$ cat src/rtl/hex_debug_pkg.sv
// hex_debug_pkg: seven-segment code table and nibble decoder shared by the hex debug readout.
// Codes are active-low in {g,f,e,d,c,b,a} order; SEG_BLANK turns every segment off.
package hex_debug_pkg;

    localparam logic [6:0] SEG_BLANK = 7'h7F;

    // Entry n is the glyph for nibble value n (element [0] is the rightmost).
    localparam logic [15:0][6:0] SEG_CODES = {
        7'b0001110, 7'b0000110, 7'b0100001, 7'b1000110,
        7'b0000011, 7'b0001000, 7'b0010000, 7'b0000000,
        7'b1111000, 7'b0000010, 7'b0010010, 7'b0011001,
        7'b0110000, 7'b0100100, 7'b1111001, 7'b1000000
    };

    function automatic logic [6:0] hex_to_seg(input logic [3:0] nib);
        return SEG_CODES[nib];
    endfunction

endpackage

$ cat src/rtl/hex_debug_display_key.sv
// key_debounce: synchronises, debounces and edge-detects one active-low pushbutton.
// Ports: clk, rst_n (async active-low), key_n (raw button), press (one-cycle pulse on debounced press).
module key_debounce #(
    parameter int DEBOUNCE_CYC = 4
) (
    input  logic clk,
    input  logic rst_n,
    input  logic key_n,
    output logic press
);
    localparam int CW = $clog2(DEBOUNCE_CYC + 1);

    logic [1:0]    sync;
    logic          level;
    logic [CW-1:0] cnt;
    logic          hit;

    // hit: this sample is the DEBOUNCE_CYC-th consecutive disagreement
    assign hit = (sync[1] != level) && (cnt == CW'(DEBOUNCE_CYC - 1));

    always_ff @(posedge clk or negedge rst_n) begin
        if (!rst_n) begin
            sync  <= 2'b11;
            level <= 1'b1;
            cnt   <= '0;
            press <= 1'b0;
        end else begin
            sync  <= {sync[0], key_n};
            level <= hit ? sync[1] : level;
            cnt   <= (sync[1] == level || hit) ? '0 : cnt + 1'b1;
            press <= hit && !sync[1];
        end
    end

endmodule

$ cat src/rtl/hex_debug_display.sv
// hex_debug_display: selects one probe channel and shows it on active-low seven-segment hex digits.
// Ports: clk, rst_n (async active-low), ch_data (NUM_CH packed channels), key_next_n/key_prev_n (raw
// buttons), mode_auto (scan channels), freeze (hold display), sel_idx (current channel), hex_out (digits).
module hex_debug_display
    import hex_debug_pkg::*;
#(
    parameter int DATA_W       = 16,
    parameter int NUM_CH       = 10,
    parameter int DEBOUNCE_CYC = 4,
    parameter int SCAN_CYC     = 8,
    parameter int BLANK_LZ     = 0
) (
    input  logic                        clk,
    input  logic                        rst_n,
    input  logic [NUM_CH*DATA_W-1:0]    ch_data,
    input  logic                        key_next_n,
    input  logic                        key_prev_n,
    input  logic                        mode_auto,
    input  logic                        freeze,
    output logic [$clog2(NUM_CH)-1:0]   sel_idx,
    output logic [7*(DATA_W/4)-1:0]     hex_out
);
    localparam int ND = DATA_W / 4;
    localparam int SW = $clog2(NUM_CH);
    localparam int TW = $clog2(SCAN_CYC);

    logic              pn, pp, any, tc, adv, lead;
    logic [TW-1:0]     tmr;
    logic [SW-1:0]     inc, dec;
    logic [DATA_W-1:0] shown_q;
    logic [DATA_W-1:0] ch [NUM_CH];
    logic [3:0]        nib;
    logic [7*ND-1:0]   hex_d;

    key_debounce #(.DEBOUNCE_CYC(DEBOUNCE_CYC)) u_next (.clk(clk), .rst_n(rst_n), .key_n(key_next_n), .press(pn));
    key_debounce #(.DEBOUNCE_CYC(DEBOUNCE_CYC)) u_prev (.clk(clk), .rst_n(rst_n), .key_n(key_prev_n), .press(pp));

    assign any = pn || pp;
    assign tc  = tmr == TW'(SCAN_CYC - 1);
    // manual presses pre-empt a coincident scan advance
    assign adv = mode_auto && tc && !any;
    assign inc = (sel_idx == SW'(NUM_CH - 1)) ? '0 : sel_idx + 1'b1;
    assign dec = (sel_idx == '0) ? SW'(NUM_CH - 1) : sel_idx - 1'b1;

    always_comb begin
        for (int c = 0; c < NUM_CH; c++)
            ch[c] = ch_data[c*DATA_W +: DATA_W];
    end

    // walk digits from the top; lead stays set while every nibble so far is zero
    always_comb begin
        lead  = 1'b1;
        nib   = '0;
        hex_d = '0;
        for (int d = ND - 1; d >= 0; d--) begin
            nib = shown_q[4*d +: 4];
            lead = lead && (nib == 4'h0);
            hex_d[7*d +: 7] = (BLANK_LZ != 0 && lead && d != 0) ? SEG_BLANK : hex_to_seg(nib);
        end
    end

    always_ff @(posedge clk or negedge rst_n) begin
        if (!rst_n) begin
            tmr     <= '0;
            sel_idx <= '0;
            shown_q <= '0;
            for (int d = 0; d < ND; d++)
                hex_out[7*d +: 7] <= (BLANK_LZ != 0 && d != 0) ? SEG_BLANK : SEG_CODES[0];
        end else begin
            tmr     <= (!mode_auto || any || tc) ? '0 : tmr + 1'b1;
            sel_idx <= ((pn && !pp) || adv) ? inc : (pp && !pn) ? dec : sel_idx;
            shown_q <= freeze ? shown_q : ch[sel_idx];
            hex_out <= hex_d;
        end
    end

endmodule
$ cat config.mk
export PLATFORM = sky130hd
export DESIGN_NAME = hex_debug_display
export DESIGN_NICKNAME = d
export VERILOG_FILES = /design/src/rtl/hex_debug_pkg.sv /design/src/rtl/hex_debug_display_key.sv /design/src/rtl/hex_debug_display.sv
export SDC_FILE = /design/constraint.sdc
export NUM_CORES = 1
export LEC_CHECK = 0
export CAP_MARGIN = 40
export CORE_MARGIN = 1
export CORE_UTILIZATION = 44
export CTS_BUF_LIST = sky130_fd_sc_hd__clkbuf_8
export DETAILED_ROUTE_END_ITERATION = 10
export GPL_TIMING_DRIVEN = 1
export PLACE_DENSITY = 0.83
export SLEW_MARGIN = 20
export SYNTH_ARGS = -nofsm -noshare
export SYNTH_HDL_FRONTEND = slang
export SYNTH_SLANG_ARGS = --single-unit
$ cat constraint.sdc
create_clock -name clk -period 2.4 [get_ports clk]
set_clock_uncertainty 0.05 [all_clocks]
set_input_delay 0.6 -clock clk [delete_from_list [all_inputs] [get_ports clk]]
set_output_delay 0.6 -clock clk [all_outputs]
set_load 0.02 [all_outputs]
==> parameters.txt, run 1 <==
Parameter                              Value

GRT
  Wire length of the first global-routing pass    22,200 µm
  Antenna violations before repair    0
  Largest net degree at the start of global routing    66
  Vias in the first global route    4,225
  GRT overflow    0
  GRT Resource Usage Total    26.2%

Synthesis
  Gate count after technology mapping    448
  Number of warnings reported in the yosys synthesis log    0
  Count of unique library cells instantiated by Yosys    48
  Net count of the mapped netlist    644
  Primary FF master, synth    dfrtp_1
  EDFF count, synth    0
  Avg Cell Area, Syn    10.3 µm²
  Fraction of registers with async set/reset    100%
  Netlist Area Pre-Place    4600 µm²
  Seq/Total Area, Yosys    35.6%
  Number of flip-flops and latches in the synthesized netlist    65

Worst setup path
  Crit path arrival time    1.64 ns
  Required time of the critical path    1.75 ns
  Sum of buffers and inverters on the critical path    1
  Critical Path Fanout Max    12
  Stage delay of the slowest cell on the critical path    0.70 ns
  Crit end category    primary output
  Setup slack of the worst register-to-register path    0.43 ns
  Family with the most delay on the worst path    buffers and inverters
  Cell with the largest stage delay on the worst path    clkdlybuf4s50_1
  Critical path cell sequence    clkdlybuf4s50_1
  Setup crit start kind    flop
  Crit Path Class    flop to primary output

Pwr
  Power density relative to cell area    577 nW/µm²
  Sw frac    34.5%
  Flop pwr share    37.5%
  Combinational power share    40.0%
  Worst VDD drop    0.516 mV
  Portion of total power attributed to the clock network    22.5%
  Net switching power of the design    0.00136 W
  Cell-internal power    0.00257 W
  Leakage power figure    3.24 nW

Floorplan
  Die Ht    104 µm
  Die area    10,900 µm²
  I/O pin count    198
  Horiz. Die Dim    104 µm
  Starting density of the core    46.2%
  Std-Cell Core Area    9950 µm²
  Number of cell rows    36

Finish
  Cell Count, Final, Fillers Out    775
  Non-Filler Cell Area, Final    6810 µm²
  Diodes inserted    0
  Proportion of layout cells with a drive suffix above 1    9.66%
  Number of nets in the layout    833
  Layout Utilization    68.4%
  Synth-to-Final Area Change    48.0%

Place
  Number of port buffers    197
  Cells after DPL    758
  Gp weighted congestion    0.915
  Post-DP HPWL    10,600 µm
  Post-DP Area    6620 µm²

Route
  Remaining number of nets flagged by the antenna check after routing    0
  Wirelength per Cell    18.0 µm
  Number of remaining DRC errors    0
  Number of DRC violations after detailed-routing iteration 0    239
  Number of detailed-routing iterations run before antenna repair    7
  Routed via count divided by cell count    5.53
  Detailed-route wire length    14,000 µm
  Total via count in the routed design    4,289

Flow run
  MaxCap Viol Count    0

STA
  Worst slew pin tran    0.544 ns
  Final setup violating endpoints    0
  Unrepaired setup endpoints after global routing    false
  Number of slew-limit violations in the final report    0
  Count of endpoints failing hold in the final timing report    0
  Setup total negative slack    0 ns
  Period Utilization, post-route    95.5%
  Fmax    0.436 GHz
  Worst slew slack as a fraction of its limit    63.6%
  Time the final worst path needs with I/O delays and setup    2.29 ns

Clocking
  Total CTS buffers    9
  Number of clock sinks seen by CTS    65
  H-tree depth    3
  TritonCTS clock tree    yes
  CTS Hold Buffers Added    0
  Insertion delay of the later-clocked pin in the worst-skew pair    0.34 ns
  Maximum clock insertion buffer count    2
  Clk Tree Root Cell    clkbuf_8
  Clock-pin slew of the registers on the worst-case setup and hold paths    0.07 ns
  Post-CTS setup buffers    0
  Number of gates resized after cts    0

Status
  Status    complete, no violations

Hold path
  Hold Path Class    input port to asynchronous set/reset pin
cell families after synthesis:
logic type	Yosys count	synth area share [%]
AOI/OAI and AO/OA	104	16.1
muxes	86	19.9
DFF	65	35.6
xor gates and xnor gates	4	0.762
buffers and inverters	52	6.80
adders and majority gates	30	8.16
and+or+nand+nor	107	12.6
flip-flops by register name, summed over array words and instances (netlist names):
name,cells
u_prev.cnt,3
u_next.level,1
u_next.sync,2
sel_idx,4
shown_q,16
u_prev.press,1
u_next.press,1
tmr,3
u_next.cnt,3
u_prev.sync,2
u_prev.level,1
hex_out,28
worst paths after layout:
kind,start,endpoint,cells after the start
max,sel_idx[0],sel_idx[0],1
min,rst_n,hex_out[11],2
max reg2reg,sel_idx[0],shown_q[13],5
min reg2reg,u_prev.sync[0],u_prev.sync[1],0
max in group asynchronous,rst_n,u_next.sync[0],2
min in group clk,u_prev.sync[0],u_prev.sync[1],0
per-stage QoR:
| step | hold slack [ns] | worst slack, ns | total power, W |
|---|---|---|---|
| after CTS | 0.229 | 0.107 | 0.00395 |
| after global placement | 0.298 | 0.181 | 0.00301 |
| after detailed placement | 0.299 | 0.150 | 0.00306 |
| after floorplan | 0.254 | 0.673 | 0.00238 |
| after global routing | 0.230 | 0.0618 | 0.00416 |
| final | 0.205 | 0.109 | 0.00393 |
Yosys cell counts (4+ instances only):
cell / count / share of area, %
a21oi_1: 26 / 2.8
a221oi_1: 16 / 3.0
a22o_1: 5 / 0.95
a22oi_1: 23 / 3.8
a22oi_2: 4 / 1.1
buf_2: 9 / 0.98
buf_4: 4 / 0.65
buf_6: 12 / 2.9
clkbuf_1: 6 / 0.49
dfrtp_1: 55 / 30
dfstp_2: 10 / 5.7
ha_1: 30 / 8.2
inv_1: 20 / 1.6
mux2_2: 4 / 0.98
mux2i_1: 78 / 17
mux4_2: 4 / 2.0
nand2_1: 24 / 2.0
nand2b_1: 7 / 0.95
nand3_1: 19 / 2.1
nor2_1: 26 / 2.1
nor2b_1: 12 / 1.6
o21ai_0: 12 / 1.3
power by group through the flow:
stage	clock network, W	registers [W]	logic (W)
detailed placement	0	0.00149	0.00156
global placement	0	0.00148	0.00153
global route	0.000953	0.00150	0.00170
CTS	0.000902	0.00147	0.00158
finish	0.000884	0.00147	0.00157
floorplan	0	0.00154	0.000846
cells in the final DEF (no fill, tap or decap), drive strengths merged, types with 4 or more instances in the layout:
master           n
a21oi           29
a221oi          16
a22o             5
a22oi           27
buf             14
clkbuf           9
clkdlybuf4s50  196
dfrtp           55
dfstp           10
ha              30
inv             23
mux2             4
mux2i           78
mux4             4
nand2           24
nand2b           7
nand3           19
nor2            27
nor2b           13
o21ai           12
area by class of cell:
type                       count  area [µm²]
clock buffer                   9         124
multi-input combinational    331        2650
clock inverter                 7        56.3
fill                         751        3150
tap                          133         166
sequential                    65        1640
inverter                      20        75.1
timing repair buffer         210        2090
routing by layer:
| metal | part of all wire (%) | GRT usage [%] | routed length [µm] |
|---|---|---|---|
| met1 | 40 | 31.9 | 5520 |
| met2 | 51 | 45.6 | 7070 |
| met3 | 8.5 | 6.89 | 1180 |
| met4 | 1.3 | 6.84 | 175 |
| met5 | 0 | 0 | 0 |
No activity file was read; power rests on OpenSTA's default activity.
==> run 2: changes to the inputs <==
--- a/config.mk
+++ b/config.mk
@@ -5,13 +5,14 @@
 export SDC_FILE = /design/constraint.sdc
 export NUM_CORES = 1
 export LEC_CHECK = 0
+export ABC_CLOCK_PERIOD_IN_PS = 2400
 export CAP_MARGIN = 40
 export CORE_MARGIN = 1
 export CORE_UTILIZATION = 44
 export CTS_BUF_LIST = sky130_fd_sc_hd__clkbuf_8
 export DETAILED_ROUTE_END_ITERATION = 10
-export GPL_TIMING_DRIVEN = 1
 export PLACE_DENSITY = 0.83
+export SKIP_LAST_GASP = 1
 export SLEW_MARGIN = 20
 export SYNTH_ARGS = -nofsm -noshare
 export SYNTH_HDL_FRONTEND = slang
==> results of run 2 <==
The final DEF is identical to that of run 1; final timing and power are the same.
==> run 3: changes to the inputs <==
--- a/config.mk
+++ b/config.mk
@@ -11,7 +11,7 @@
 export CORE_UTILIZATION = 44
 export CTS_BUF_LIST = sky130_fd_sc_hd__clkbuf_8
 export DETAILED_ROUTE_END_ITERATION = 10
-export PLACE_DENSITY = 0.83
+export PLACE_DENSITY = 0.95
 export SKIP_LAST_GASP = 1
 export SLEW_MARGIN = 20
 export SYNTH_ARGS = -nofsm -noshare
==> parameters.txt, run 3 (synthesis gave the netlist of run 1 again) <==
Parameter                              Value

STA
  Time the final worst path needs with I/O delays and setup    2.13 ns (-0.156 ns)
  Unrepaired setup endpoints after global routing    false
  Period Utilization, post-route    88.9% (-6.5 points)
  Worst slew pin tran    0.630 ns (+0.0854 ns)
  Setup total negative slack    0 ns (unchanged)
  Number of slew-limit violations in the final report    0 (unchanged)
  Worst slew slack as a fraction of its limit    58.0% (-5.6 points)
  Final setup violating endpoints    0 (unchanged)
  Count of endpoints failing hold in the final timing report    0 (unchanged)
  Fmax    0.468 GHz (+7.3%)

Clocking
  H-tree depth    3 (unchanged)
  Total CTS buffers    9 (unchanged)
  Maximum clock insertion buffer count    2 (unchanged)
  Insertion delay of the later-clocked pin in the worst-skew pair    0.34 ns (about the same)
  Clk Tree Root Cell    clkbuf_8
  Post-CTS setup buffers    0 (unchanged)
  Number of gates resized after cts    0 (unchanged)
  Number of clock sinks seen by CTS    65 (unchanged)
  TritonCTS clock tree    yes
  CTS Hold Buffers Added    0 (unchanged)
  Clock-pin slew of the registers on the worst-case setup and hold paths    0.07 ns (about the same)

Worst setup path
  Setup crit start kind    flop
  RR Endpoint    sel_idx[1]
  Crit Path Class    flop to primary output
  Cell with the largest stage delay on the worst path    clkdlybuf4s50_1
  Setup slack of the worst register-to-register path    0.47 ns (+0.04 ns)
  Crit end category    primary output
  CP startpoint    sel_idx[2]
  Family with the most delay on the worst path    buffers and inverters
  Setup crit end    sel_idx[2]
  Critical Path Fanout Max    4 (-8)
  Number of cells on the critical path    1 (unchanged)
  Worst reg2reg startpoint    tmr[0]
  Required time of the critical path    1.75 ns (about the same)
  Crit path arrival time    1.48 ns (-0.16 ns)
  Worst R2R Path Depth    6 (+1)
  Sum of buffers and inverters on the critical path    1 (unchanged)
  Critical path cell sequence    clkdlybuf4s50_1
  Stage delay of the slowest cell on the critical path    0.69 ns (about the same)

Finish
  Diodes inserted    0 (unchanged)
  Multi-input combinational cell area    2650 µm² (unchanged)
  Register area    1640 µm² (unchanged)
  Number of flip-flops in the largest register    28 (unchanged)
  Number of inserted filler cells in the final layout    729 (-2.9%)
  Most common cell after layout, fill and taps aside    clkdlybuf4s50_1
  Registers with the highest flip-flop counts    hex_out: 28 flops, shown_q: 16 flops, sel_idx: 4 flops
  Most frequent cells in the layout    196 x clkdlybuf4s50_1, 78 x mux2i_1, 54 x dfrtp_1
  Proportion of layout cells with a drive suffix above 1    9.95% (+0.30 points)
  Number of nets in the layout    834 (+0.12%)
  Biggest register    hex_out
  Synth-to-Final Area Change    48.8%

Route
  Number of remaining DRC errors    0 (unchanged)
  Remaining number of nets flagged by the antenna check after routing    0 (unchanged)
  Number of detailed-routing iterations run before antenna repair    5 (-2)
  Total via count in the routed design    4,325 (+0.84%)
  Wirelength per Cell    18.0 µm (about the same)
  Routed via count divided by cell count    5.57 (+0.71%)
  Number of DRC violations after detailed-routing iteration 0    161 (-33%)
  Detailed-route wire length    14,000 µm (+0.16%)

Floorplan
  Std-Cell Core Area    9950 µm² (unchanged)
  Horiz. Die Dim    104 µm (unchanged)
  Starting density of the core    46.2% (unchanged)
  Number of cell rows    36 (unchanged)
  Die area    10,900 µm² (unchanged)
  Die Ht    104 µm (unchanged)
  I/O pin count    198 (unchanged)

Place
  Gp weighted congestion    0.889 (-2.8%)
  Number of port buffers    197 (unchanged)
  Post-DP HPWL    10,800 µm (+2.4%)

Pwr
  Worst VDD drop    0.474 mV (-8.2%)
  PnR Total Power    0.00408 W (+3.9%)
  Leakage power figure    3.25 nW (+0.39%)
  Power density relative to cell area    596 nW/µm² (+3.3%)

GRT
  Vias in the first global route    4,526 (+7.1%)
  GRT overflow    0 (unchanged)
  Largest net degree at the start of global routing    66 (unchanged)
  Antenna violations before repair    0 (unchanged)
  GRT Resource Usage Total    26.1% (about the same)
  Wire length of the first global-routing pass    22,200 µm (about the same)

Flow run
  MaxCap Viol Count    0 (unchanged)

Status
  Status    complete, no violations

Hold path
  Hold Path Class    input port to asynchronous set/reset pin
## run 3: power by group
part	total [W]	switching [W]	internal [W]	leakage [nW]
logic	0.00164	0.000813	0.000822	2.34
clock network	0.000999	0.000422	0.000577	0.112
registers	0.00145	0.000144	0.00130	0.796
total	0.00408	0.00138	0.00270	3.25
## run 3: layout make-up
class                           count  area share [%]
Clock buffer                        9            1.81
Clock inverter                      7            1.30
Inverter                           20            1.10
Multi-Input combinational cell    331            38.7
Sequential cell                    65            24.0
Tap cell                          133            2.43
Timing Repair Buffer              211            30.6
## run 3: routing by layer
metal | global-route usage (%) | part of all wire (%)
met5 | 0 | 0
met4 | 10.7 | 2.6
met3 | 5.08 | 7.4
met2 | 47.7 | 51
met1 | 29.8 | 39
## run 3: how the worst min path moves through the flow
stage / startpoint / endpoint / slack [ns] / cells past startpoint
6_report: rst_n / tmr[0] / 0.21 / 2
3_5_place_dp: u_next.sync[0] / u_next.sync[1] / 0.30 / 0
2_1_floorplan: rst_n / hex_out[0] / 0.25 / 0
4_1_cts: rst_n / u_next.cnt[1] / 0.22 / 2
5_1_grt: rst_n / tmr[0] / 0.22 / 2
3_3_place_gp: u_next.sync[0] / u_next.sync[1] / 0.30 / 0
## run 3: metrics by stage
step | utilization, % | hold WS (ns) | instance area [µm²] | setup slack [ns] | cells
after global placement | 66.6 | 0.296 | 6630 | 0.186 | 760
after floorplan | - | 0.254 | 4600 | 0.673 | 448
after CTS | 68.8 | 0.215 | 6850 | 0.251 | 776
after detailed placement | 66.6 | 0.297 | 6630 | 0.120 | 760
after global routing | 68.8 | 0.219 | 6850 | 0.204 | 776
final | 68.8 | 0.214 | 6850 | 0.265 | 776
